===== src/rtl/cacheline_burst_responder_if.sv =====
// rtl/cacheline_burst_responder_if.sv - line-side and burst-side handshake bundles
// Line side: requester is master. Burst side: responder is master.

interface line_mem_if #(
  parameter int ADDR_WIDTH = 32,
  parameter int LINE_WIDTH = 256
);
  logic [ADDR_WIDTH-1:0] line_address;
  logic [LINE_WIDTH-1:0] line_rdata;
  logic [LINE_WIDTH-1:0] line_wdata;
  logic                  line_read;
  logic                  line_write;
  logic                  line_resp;

  modport master (
    output line_address, line_wdata, line_read, line_write,
    input  line_rdata, line_resp
  );

  modport slave (
    input  line_address, line_wdata, line_read, line_write,
    output line_rdata, line_resp
  );
endinterface

interface burst_mem_if #(
  parameter int ADDR_WIDTH = 32,
  parameter int BEAT_WIDTH = 64
);
  logic [ADDR_WIDTH-1:0] burst_address;
  logic [BEAT_WIDTH-1:0] burst_rdata;
  logic [BEAT_WIDTH-1:0] burst_wdata;
  logic                  burst_read;
  logic                  burst_write;
  logic                  burst_resp;

  modport master (
    output burst_address, burst_wdata, burst_read, burst_write,
    input  burst_rdata, burst_resp
  );

  modport slave (
    input  burst_address, burst_wdata, burst_read, burst_write,
    output burst_rdata, burst_resp
  );
endinterface


===== src/rtl/cacheline_burst_responder.sv =====
// rtl/cacheline_burst_responder.sv - converts one 256-bit line request into a 4-beat burst
// Single outstanding request; address and write data are latched on acceptance.

module cacheline_burst_responder #(
  parameter int ADDR_WIDTH = 32,
  parameter int LINE_WIDTH = 256,
  parameter int BEAT_WIDTH = 64
) (
  input  logic           clk,
  input  logic           rst,
  line_mem_if.slave      line,
  burst_mem_if.master    burst
);

  localparam int BEATS = LINE_WIDTH / BEAT_WIDTH;
  localparam int CNT_W = (BEATS > 1) ? $clog2(BEATS) : 1;
  localparam int OFS   = $clog2(LINE_WIDTH / 8);
  localparam logic [ADDR_WIDTH-1:0] ALIGN_MASK =
    ~((ADDR_WIDTH'(1) << OFS) - ADDR_WIDTH'(1));
  localparam logic [CNT_W-1:0] LAST = CNT_W'(BEATS - 1);

  typedef enum logic [1:0] {IDLE, READ, WRITE, DONE} state_t;

  state_t                state;
  logic [CNT_W-1:0]      cnt;
  logic [CNT_W-1:0]      cnt_next;
  logic [LINE_WIDTH-1:0] wdata_q;
  logic [ADDR_WIDTH-1:0] aligned;

  assign cnt_next = cnt + 1'b1;
  assign aligned  = line.line_address & ALIGN_MASK;

  always_ff @(posedge clk or posedge rst) begin
    if (rst) begin
      state               <= IDLE;
      cnt                 <= '0;
      wdata_q             <= '0;
      line.line_rdata     <= '0;
      line.line_resp      <= 1'b0;
      burst.burst_read    <= 1'b0;
      burst.burst_write   <= 1'b0;
      burst.burst_address <= '0;
      burst.burst_wdata   <= '0;
    end else begin
      line.line_resp <= 1'b0;
      case (state)
        IDLE: begin
          // Write wins when both requests are presented together.
          if (line.line_write) begin
            burst.burst_address <= aligned;
            wdata_q             <= line.line_wdata;
            burst.burst_wdata   <= line.line_wdata[BEAT_WIDTH-1:0];
            burst.burst_write   <= 1'b1;
            cnt                 <= '0;
            state               <= WRITE;
          end else if (line.line_read) begin
            burst.burst_address <= aligned;
            burst.burst_read    <= 1'b1;
            cnt                 <= '0;
            state               <= READ;
          end
        end
        READ: begin
          if (burst.burst_resp) begin
            line.line_rdata[BEAT_WIDTH*cnt +: BEAT_WIDTH] <= burst.burst_rdata;
            cnt <= cnt_next;
            if (cnt == LAST) begin
              burst.burst_read <= 1'b0;
              line.line_resp   <= 1'b1;
              state            <= DONE;
            end
          end
        end
        WRITE: begin
          if (burst.burst_resp) begin
            cnt <= cnt_next;
            if (cnt == LAST) begin
              burst.burst_write <= 1'b0;
              line.line_resp    <= 1'b1;
              state             <= DONE;
            end else begin
              burst.burst_wdata <= wdata_q[BEAT_WIDTH*cnt_next +: BEAT_WIDTH];
            end
          end
        end
        DONE: begin
          state <= IDLE;
        end
        default: state <= IDLE;
      endcase
    end
  end

endmodule


===== src/flat_wrapper.sv =====
// flat-port wrapper written by rule: the top's interface ports become plain ports
module cacheline_burst_responder_flat 
#(
  parameter int ADDR_WIDTH = 32,
  parameter int LINE_WIDTH = 256,
  parameter int BEAT_WIDTH = 64
)
  (clk, rst, line_line_address, line_line_wdata, line_line_read, line_line_write, line_line_rdata, line_line_resp, burst_burst_address, burst_burst_wdata, burst_burst_read, burst_burst_write, burst_burst_rdata, burst_burst_resp);
  line_mem_if #(.ADDR_WIDTH(ADDR_WIDTH), .LINE_WIDTH(LINE_WIDTH)) line_i ();
  burst_mem_if #(.ADDR_WIDTH(ADDR_WIDTH), .BEAT_WIDTH(BEAT_WIDTH)) burst_i ();
  input  logic clk;
  input  logic rst;
  input wire logic [$bits(line_i.line_address)-1:0] line_line_address;
  input wire logic [$bits(line_i.line_wdata)-1:0] line_line_wdata;
  input wire logic [$bits(line_i.line_read)-1:0] line_line_read;
  input wire logic [$bits(line_i.line_write)-1:0] line_line_write;
  output wire logic [$bits(line_i.line_rdata)-1:0] line_line_rdata;
  output wire logic [$bits(line_i.line_resp)-1:0] line_line_resp;
  output wire logic [$bits(burst_i.burst_address)-1:0] burst_burst_address;
  output wire logic [$bits(burst_i.burst_wdata)-1:0] burst_burst_wdata;
  output wire logic [$bits(burst_i.burst_read)-1:0] burst_burst_read;
  output wire logic [$bits(burst_i.burst_write)-1:0] burst_burst_write;
  input wire logic [$bits(burst_i.burst_rdata)-1:0] burst_burst_rdata;
  input wire logic [$bits(burst_i.burst_resp)-1:0] burst_burst_resp;
  assign line_i.line_address = line_line_address;
  assign line_i.line_wdata = line_line_wdata;
  assign line_i.line_read = line_line_read;
  assign line_i.line_write = line_line_write;
  assign line_line_rdata = line_i.line_rdata;
  assign line_line_resp = line_i.line_resp;
  assign burst_burst_address = burst_i.burst_address;
  assign burst_burst_wdata = burst_i.burst_wdata;
  assign burst_burst_read = burst_i.burst_read;
  assign burst_burst_write = burst_i.burst_write;
  assign burst_i.burst_rdata = burst_burst_rdata;
  assign burst_i.burst_resp = burst_burst_resp;
  cacheline_burst_responder #(.ADDR_WIDTH(ADDR_WIDTH), .LINE_WIDTH(LINE_WIDTH), .BEAT_WIDTH(BEAT_WIDTH)) u_core (.clk(clk), .rst(rst), .line(line_i), .burst(burst_i));
endmodule

===== config.mk =====
export PLATFORM = sky130hd
export DESIGN_NAME = cacheline_burst_responder_flat
export DESIGN_NICKNAME = d
export VERILOG_FILES = /design/src/rtl/cacheline_burst_responder_if.sv /design/src/rtl/cacheline_burst_responder.sv /design/src/flat_wrapper.sv
export SDC_FILE = /design/constraint.sdc
export NUM_CORES = 1
export LEC_CHECK = 0
export CORE_MARGIN = 3
export CORE_UTILIZATION = 25
export CTS_BUF_LIST = sky130_fd_sc_hd__clkbuf_4 sky130_fd_sc_hd__clkbuf_8
export CTS_CLUSTER_DIAMETER = 40
export DETAILED_ROUTE_END_ITERATION = 8
export PLACE_DENSITY = 0.5
export RECOVER_POWER = 50
export SETUP_SLACK_MARGIN = 0.02
export SLEW_MARGIN = 15
export SYNTH_ARGS = -nofsm -noshare
export SYNTH_HDL_FRONTEND = slang
export SYNTH_SLANG_ARGS = --single-unit

===== constraint.sdc =====
create_clock -name clk -period 58.6 [get_ports clk]
set_input_delay 5.86 -clock clk [delete_from_list [all_inputs] [get_ports clk]]
set_output_delay 5.86 -clock clk [all_outputs]
set_load 0.01 [all_outputs]

==> results of run 1 <==
## layer usage
metal  vias to the layer above  GRT usage, %  wire length, µm  share of wire (%)
li1                       7472             -                -                  -
met1                      9166          20.1            34900                 38
met2                       649          29.8            45800                 50
met3                       156          5.36             6650                7.3
met4                         4          7.80             3450                3.8
met5                         -             0               25              0.028
## metrics by stage
step                      hold WS, ns  total power, mW  setup WS (ns)  instances  util, %
after global routing            0.489             1.76          43.42       3644     36.4
after floorplan                 0.449            0.980          35.66       1547        -
after CTS                       0.481             1.70          48.86       3635     36.5
final                           0.478             1.66          45.03       3650     36.5
after detailed placement        0.469             1.21          48.02       3415     33.7
after global placement          0.459             1.19          48.19       3415     33.7
## worst paths after layout
path | slack (ns) | startpoint | depth (start not counted) | end
hold reg to reg | 0.48 | u_core.wdata_q[34] | 1 | u_core.wdata_q[34]
setup reg to reg | 51.29 | u_core.state[0] | 7 | u_core.wdata_q[184]
hold / removal | 0.48 | u_core.wdata_q[34] | 1 | u_core.wdata_q[34]
max in group clk | 46.29 | line_line_write | 5 | u_core.wdata_q[184]
setup / recovery | 45.03 | rst | 6 | u_core.cnt[0]
min in group asynchronous | 7.44 | rst | 2 | u_core.wdata_q[224]
## registers in the layout, indices dropped and copies added, names as in the netlist
register,flops
u_core.wdata_q,256
u_core.burst.burst_write,1
u_core.state,2
u_core.cnt,2
u_core.line.line_resp,1
u_core.burst.burst_read,1
u_core.burst.burst_address,27
u_core.burst.burst_wdata,64
u_core.line.line_rdata,256
## cell families (layout without fill, tap and decap cells)
family | Yosys count | count (layout) | share of synthesized area [%]
compound gates | 331 | 331 | 12.1
fa+ha+maj | 11 | 11 | 0.560
buf+inv | 145 | 957 | 3.07
flops | 610 | 610 | 62.1
mux | 349 | 349 | 19.0
other cells | 1 | 20 | 0.0153
simple gates | 96 | 96 | 3.14
## synth_stat cells (11+ instances only)
cell      count  share of area, %
clkbuf_1     50              0.76
a22o_1      258               9.2
buf_4        20              0.61
and4_1       64               2.3
a221o_1      64               2.6
buf_2        64               1.3
dfrtp_1     610                62
mux4_2       57               5.2
mux2_2       94               4.3
ha_1         11              0.56
mux2_1      191               8.8
## layout make-up
cell class	instances	area, µm²
Antenna cell	15	37.5
Clock buffer	169	2150
Clock inverter	51	532
Fill cell	9259	61700
Inverter	7	28.8
Multi-Input combinational cell	792	8610
Sequential cell	610	15300
Tap cell	1276	1600
Timing Repair Buffer	730	7200
## power groups by stage
stage / registers, mW / logic [mW] / clock network [mW]
floorplan: 0.642 / 0.338 / 0
global route: 0.654 / 0.592 / 0.511
finish: 0.637 / 0.550 / 0.474
CTS: 0.638 / 0.570 / 0.491
detailed placement: 0.644 / 0.569 / 0
global placement: 0.636 / 0.558 / 0
==> results.json, run 1 <==
{
  "cts_buffers": 118,
  "finalHoldViolations": 0,
  "row_count": 114,
  "cp-start-kind": "input port",
  "endpoint_kind": "asynchronous set/reset pin",
  "ctsHoldBuffers": 0,
  "skew_ns": 0.0158,
  "finalInstanceArea_um2": 35400,
  "syn_area_per_cell_um2": 15.9,
  "first_global_vias": 19000,
  "crit_type": "in2async",
  "p_sw_share_pct": 31.3,
  "postRouteAntennaNets": 0,
  "routedWlPerCell_um": 24.9,
  "setup_viol": 0,
  "first_pass_iters": 5,
  "peakVddDrop_mv": 0.0287,
  "clockPowerShare_pct": 28.5,
  "gr-usage-all-layers_pct": 17.4,
  "synth.distinct_cells": 40,
  "dpl_cell_area_um2": 32800,
  "start_util_pct": 25.3,
  "syn-instance-count": 1543,
  "drv_slew": 644,
  "slowest_stage": "clkinvlp_2",
  "nets": 2627,
  "grt_start_max_net_pins": 133,
  "die_area_um2": 102000,
  "maxCapViolations": 11,
  "coreArea_um2": 97100,
  "synth_edf_count": 0,
  "synth-seq-area-share_pct": 62.1,
  "cp_num_buf_inv": 6,
  "path_clk_slew_ns": 0.06,
  "critPathMostFrequentCell": "buf_4",
  "routed_via_density": 4.78,
  "drc": 0,
  "gp_congestion": 0.803,
  "cpPeakStageDelay_ns": 3.28,
  "hpwl_mm": 60.7,
  "async_flop_share_pct": 100,
  "grt_overflow": 0,
  "p_seq_share_pct": 38.4,
  "cp_cell_sequence": "dlygate4sd3_1 > clkinvlp_2 > clkbuf_1 > buf_4 > buf_4 > buf_4",
  "comb_power_share_pct": 33.1,
  "cts_resized": 0,
  "ys_ff_latch": 610,
  "worst_pin_slew_ns": 5.94,
  "final_common_cell": "dfrtp_1",
  "max_slew_margin_pct": -298,
  "clock_path_buffers": 3,
  "fin_crit_ns": 13.57,
  "cts_sinks": 610,
  "area_growth_pct": 44.1,
  "min_path_type": "reg2reg",
  "power_density_nw_per_um2": 46.9,
  "drt_iter0_markers": 1146,
  "cp.required_ns": 59.23,
  "layout-drive-gt1-share_pct": 17.3,
  "grt_antenna_before_repair": 17,
  "post_cts_buffers": 0,
  "grt_pass1_wl_mm": 134,
  "rsz0062_at_grt": "false",
  "routed_wl_mm": 90.8,
  "fmax_ghz": 0.0737,
  "root_buffer": "clkbuf_8",
  "post-route-period-util_pct": 23.2,
  "die_h_um": 320,
  "mappedNetlistArea_um2": 24600,
  "critPathTopFamily": "buffers and inverters",
  "tritoncts": "yes",
  "synth_warnings": 0,
  "failed_checks": "capacitance limit, slew limit",
  "p_switching_mw": 0.520,
  "chipWidth_um": 320,
  "final_cell_mix": "dfrtp_1 (609), clkdlybuf4s50_1 (521), a22o_1 (258)",
  "cts_max_level": 3,
  "insertion_delay_ns": 0.75,
  "tns_ns": 0,
  "cp_max_fo": 132,
  "cp.arrival_ns": 14.21,
  "ios": 712,
  "p_int_mw": 1.14,
  "synthFlopType": "dfrtp_1",
  "p_leak_nw": 15.4,
  "via_count": 17400,
  "port_buffers": 701,
  "status": "finished with violations"
}
(Power assumes the default switching activity.)
==> run 2: changes to the inputs <==
==> constraint.sdc (replaced) <==
create_clock -name clk -period 13.2 [get_ports clk]
set_input_delay 1.32 -clock clk [delete_from_list [all_inputs] [get_ports clk]]
set_output_delay 1.32 -clock clk [all_outputs]
set_load 0.01 [all_outputs]
==> run 2 against run 1 <==
  * The flow still finishes with violations (capacitance limit, slew limit)
  * Critical endpoint is now u_core.wdata_q[234]
  * Worst setup slack got worse by 40 ns
  * Sequential share of layout area decreased by 0.19 points
  * Largest power group unchanged
  * Final area increased by 0.41%
  * Die area unchanged
==> results.json, run 2 (synthesis gave the netlist of run 1 again) <==
{
  "fmax_ghz": 0.127,
  "cp-start-kind": "input port",
  "setup_viol": 0,
  "cp_max_fo": 145,
  "rsz0062_at_grt": "false",
  "power_density_nw_per_um2": 209,
  "cp_cell_sequence": "buf_2 > clkbuf_1 > and2_0 > buf_4 > buf_12 > mux2_2",
  "drt_iter0_markers": 1091,
  "ctsHoldBuffers": 0,
  "min_delay_worst_endpoint": "u_core.wdata_q[60]",
  "maxCapViolations": 12,
  "gr-usage-all-layers_pct": 17.9,
  "coreArea_um2": 97100,
  "start_util_pct": 25.3,
  "final_cell_mix": "dfrtp_1 (610), dlygate4sd3_1 (352), clkdlybuf4s50_1 (348)",
  "status": "finished with violations",
  "worst_pin_slew_ns": 4.02,
  "grt_pass1_wl_mm": 135,
  "skew_ns": 0.0439,
  "ios": 712,
  "reg_top3": "u_core.line.line_rdata: 256 flops, u_core.wdata_q: 256 flops, u_core.burst.burst_wdata: 64 flops",
  "die_area_um2": 102000,
  "cp.required_ns": 13.86,
  "clock_path_buffers": 3,
  "grt_overflow": 0,
  "post_cts_buffers": 0,
  "cpPeakStageDelay_ns": 2.89,
  "chipWidth_um": 320,
  "root_buffer": "clkbuf_8",
  "area_growth_pct": 44.7,
  "max_slew_margin_pct": -168,
  "min_path_type": "reg2reg",
  "p_switching_mw": 2.32,
  "port_buffers": 701,
  "path_clk_slew_ns": 0.06,
  "grt_start_max_net_pins": 146,
  "post-route-period-util_pct": 59.9,
  "hpwl_mm": 61.6,
  "cts_max_level": 4,
  "tns_ns": 0,
  "insertion_delay_ns": 0.78,
  "r2r_end": "u_core.line.line_rdata[42]",
  "row_count": 114,
  "crit_type": "in2reg",
  "p_leak_nw": 15.9,
  "cts_sinks": 610,
  "whs_ns": 0.479,
  "cp.arrival_ns": 8.56,
  "fillCellCount": 9302,
  "rr_worst_depth": 6,
  "min_from": "u_core.wdata_q[60]",
  "gp_congestion": 0.806,
  "via_count": 17600,
  "cts_resized": 0,
  "r2r_slack_ns": 5.98,
  "p_int_mw": 5.10,
  "routedWlPerCell_um": 25.2,
  "routed_wl_mm": 92.3,
  "layout-drive-gt1-share_pct": 17.5,
  "clockPowerShare_pct": 29.5,
  "tritoncts": "yes",
  "drc": 0,
  "drv_slew": 579,
  "grt_antenna_before_repair": 22,
  "p_sw_share_pct": 31.2,
  "finalHoldViolations": 0,
  "slowest_stage": "and2_0",
  "routed_via_density": 4.80,
  "nets": 2639,
  "cts_buffers": 130,
  "final_common_cell": "dfrtp_1",
  "die_h_um": 320,
  "peakVddDrop_mv": 0.150,
  "failed_checks": "capacitance limit, slew limit",
  "postRouteAntennaNets": 0,
  "p_seq_share_pct": 38.1,
  "first_pass_iters": 5,
  "comb_power_share_pct": 32.4,
  "first_global_vias": 19100,
  "holdPathStages": 1,
  "endpoint_kind": "flop",
  "r2r-start": "u_core.cnt[0]",
  "fin_crit_ns": 7.90
}
-- run 2: cell count changes in the layout (fill, tap and decap cells not counted), moves of 3 or more --
| cell | before | now |
|---|---|---|
| clkdlybuf4s50_1 | 521 | 348 |
| dlygate4sd3_1 | 179 | 352 |
| clkbuf_8 | 141 | 155 |
| clkinv_4 | 3 | 0 |
| clkinv_2 | 27 | 21 |
| clkinvlp_4 | 9 | 14 |
-- run 2: worst max-delay path: cells and delay by family --
| family | cells | cell delay (ns) |
|---|---|---|
| buffers and inverters | 4 | 3.63 |
| and+or+nand+nor | 1 | 2.89 |
| muxes | 1 | 0.42 |
-- run 2: worst max path at each step --
stage	cells past startpoint	slack, ns	to	start
finish	6	5.30	u_core.wdata_q[234]	line_line_write
detailed placement	5	8.07	u_core.burst.burst_wdata[53]	rst
global placement	5	8.17	u_core.wdata_q[245]	rst
global route	6	4.84	u_core.wdata_q[54]	line_line_write
CTS	5	8.97	u_core.wdata_q[52]	rst
floorplan	1	3.56	u_core.burst.burst_address[10]	rst
-- run 2: through the flow --
step	total power, mW	instances	cell area [µm²]	utilization [%]	worst slack (ns)
after CTS	7.65	3642	35600	36.6	8.97
after floorplan	4.35	1547	24600	-	3.56
final	7.42	3659	35600	36.6	5.30
after global routing	7.88	3652	35500	36.6	4.84
after detailed placement	5.40	3415	32800	33.7	8.07
after global placement	5.32	3415	32800	33.7	8.17
-- run 2: per-layer routing --
metal	vias to the layer above	wire, µm	part of all wire, %	GRT usage [%]
met3	159	7160	7.8	6.15
met2	684	46500	50	30.3
met1	9210	35200	38	20.5
li1	7514	-	-	-
met4	14	3350	3.6	7.65
met5	-	88	0.095	0
-- run 2: area by class of cell --
cell class	count	area [µm²]	share of cell area [%]
antenna	17	42.5	0.120
clock buffer	181	2330	6.55
clock inverter	46	485	1.37
inverter	7	28.8	0.0809
multi-input combinational	792	8610	24.2
sequential	610	15300	42.9
tap	1276	1600	4.49
timing repair buffer	730	7210	20.3
-- run 2: power by group through the flow --
stage | logic, mW | clock network, mW | registers [mW]
finish | 2.41 | 2.19 | 2.83
global route | 2.60 | 2.37 | 2.91
CTS | 2.53 | 2.27 | 2.84
detailed placement | 2.53 | 0 | 2.87
global placement | 2.48 | 0 | 2.84
floorplan | 1.50 | 0 | 2.85
==> run 3: changes to the inputs <==
==> constraint.sdc (replaced) <==
create_clock -name clk -period 7.6 [get_ports clk]
set_input_delay 0.76 -clock clk [delete_from_list [all_inputs] [get_ports clk]]
set_output_delay 0.76 -clock clk [all_outputs]
set_load 0.01 [all_outputs]
==> run 3 against run 2 <==
  * The run still ends with capacitance limit, slew limit left
  * Critical path depth fell by 2
  * Clock power rose by 77%
  * Final cell count barely moved
  * Via count barely moved
  * Sequential share of layout area fell by 0.12 points
  * Register-to-register slack got worse by 2.9 ns
  * Flip-flop and latch count did not move
  * First-iteration DRC count fell by 10%
  * Clock-buffer cell count rose by 2
  * Non-clock buffer count fell by 2
  * Routed wire length fell by 0.31%
  * Worst hold slack barely moved
==> results.json, run 3 (synthesis gave the netlist of run 1 again) <==
{
  "reg_top3": "u_core.line.line_rdata: 256 flops, u_core.wdata_q: 256 flops, u_core.burst.burst_wdata: 64 flops",
  "cp.arrival_ns": 5.05,
  "grt_overflow": 0,
  "rr_worst_depth": 5,
  "routed_via_density": 4.80,
  "fin_util_pct": 36.7,
  "whs_ns": 0.479,
  "start_util_pct": 25.3,
  "row_count": 114,
  "hpwl_mm": 61.3,
  "layout.cells.non_filler": 3662,
  "grt_start_max_net_pins": 186,
  "post-route-period-util_pct": 64.4,
  "tritoncts": "yes",
  "coreArea_um2": 97100,
  "endpoint_kind": "asynchronous set/reset pin",
  "insertion_delay_ns": 0.79,
  "crit_type": "in2async",
  "rsz0062_at_grt": "false",
  "p_leak_nw": 15.4,
  "max_slew_margin_pct": -113,
  "nets": 2642,
  "grt_antenna_before_repair": 25,
  "gr-usage-all-layers_pct": 17.7,
  "status": "finished with violations",
  "cts_max_level": 4,
  "via_count": 17600,
  "multiInputGateArea_um2": 8620,
  "final_common_cell": "dfrtp_1",
  "path_clk_slew_ns": 0.05,
  "setup_viol": 0,
  "cts_buffers": 135,
  "grt_pass1_wl_mm": 133,
  "cts_resized": 0,
  "worst_pin_slew_ns": 3.20,
  "ios": 712,
  "placed_cells": 3413,
  "skew_ns": 0.0269,
  "die_area_um2": 102000,
  "root_buffer": "clkbuf_8",
  "cp.required_ns": 7.75,
  "cp_cell_sequence": "dlygate4sd3_1 > clkinvlp_2 > buf_12 > clkbuf_2",
  "cts_sinks": 610,
  "drv_slew": 324,
  "peakVddDrop_mv": 0.191,
  "fin_crit_ns": 4.89,
  "clock_path_buffers": 3,
  "first_pass_iters": 5,
  "min_path_type": "reg2reg",
  "holdPathStages": 1,
  "maxCapViolations": 7,
  "cp-start-kind": "input port",
  "first_global_vias": 19000,
  "area_growth_pct": 45.1,
  "layout-drive-gt1-share_pct": 17.8,
  "cp_max_fo": 127,
  "postRouteAntennaNets": 0,
  "power_density_nw_per_um2": 365,
  "routedWlPerCell_um": 25.1,
  "finalHoldViolations": 0,
  "ff_latch_area_um2": 15300,
  "fmax_ghz": 0.204,
  "ctsHoldBuffers": 0,
  "finalInstanceArea_um2": 35700,
  "cpPeakStageDelay_ns": 2.34,
  "gp_congestion": 0.821,
  "tns_ns": 0,
  "routed_wl_mm": 92.0,
  "drc": 0,
  "slowest_stage": "clkbuf_2",
  "chipWidth_um": 320,
  "port_buffers": 701,
  "post_cts_buffers": 0,
  "drt_iter0_markers": 977,
  "failed_checks": "capacitance limit, slew limit",
  "final_cell_mix": "dfrtp_1 (610), clkdlybuf4s50_1 (557), a22o_1 (258)",
  "die_h_um": 320,
  "fillCellCount": 9273,
  "dpl_cell_area_um2": 32800
}
[run 3: cell types whose count changed in the layout (fill, tap and decap cells not counted), sizes merged]
cell,change
clkdlybuf4s50,+209
dlygate4sd3,-209
inv,+5
clkinv,-3
buf,+1
bufinv,+1
clkbuf,-1
clkinvlp,-1
diode,+1
[run 3: metal layers]
| layer | wire [µm] | track usage [%] |
|---|---|---|
| met4 | 4100 | 9.27 |
| met2 | 45600 | 29.5 |
| met1 | 34900 | 19.9 |
| met3 | 7260 | 6.19 |
| met5 | 27 | 0 |
[run 3: worst max-delay path, delay by kind of cell]
family / cells / cell delay [ns]
buf+inv: 4 / 4.08
[run 3: where the power goes]
| part | total, mW | switching, mW | internal (mW) |
|---|---|---|---|
| Combinational | 4.24 | 1.91 | 2.32 |
| Sequential | 4.92 | 0.583 | 4.34 |
| Clock | 3.87 | 1.57 | 2.30 |
| Total | 13.0 | 4.06 | 8.96 |
[run 3: per-stage QoR]
stage               power (mW)  setup WS (ns)
CTS                       13.3           3.72
floorplan                 7.56          -1.48
global placement          9.23           3.69
global route              13.8           1.87
detailed placement        9.36           3.71
finish                    13.0           2.71
[run 3: cell type report]
class,count,share of cell area [%]
inverters,7,0.0807
clock inverters,48,1.52
well taps,1276,4.48
multi-input cells,792,24.2
repair buffers,728,20.3
clock buffers,183,6.54
flip-flops and latches,610,42.8
diodes,18,0.126
[run 3: path summary, 6_finish.rpt]
check / from / endpoint / slack [ns]
min in group asynchronous: rst / u_core.burst.burst_address[31] / 0.67
max in group clk: u_core.cnt[0] / u_core.burst.burst_wdata[21] / 3.09
max reg2reg: u_core.cnt[0] / u_core.burst.burst_wdata[21] / 3.09
min reg2reg: u_core.wdata_q[33] / u_core.wdata_q[33] / 0.48
max: rst / u_core.line.line_rdata[162] / 2.71
min: u_core.wdata_q[33] / u_core.wdata_q[33] / 0.48
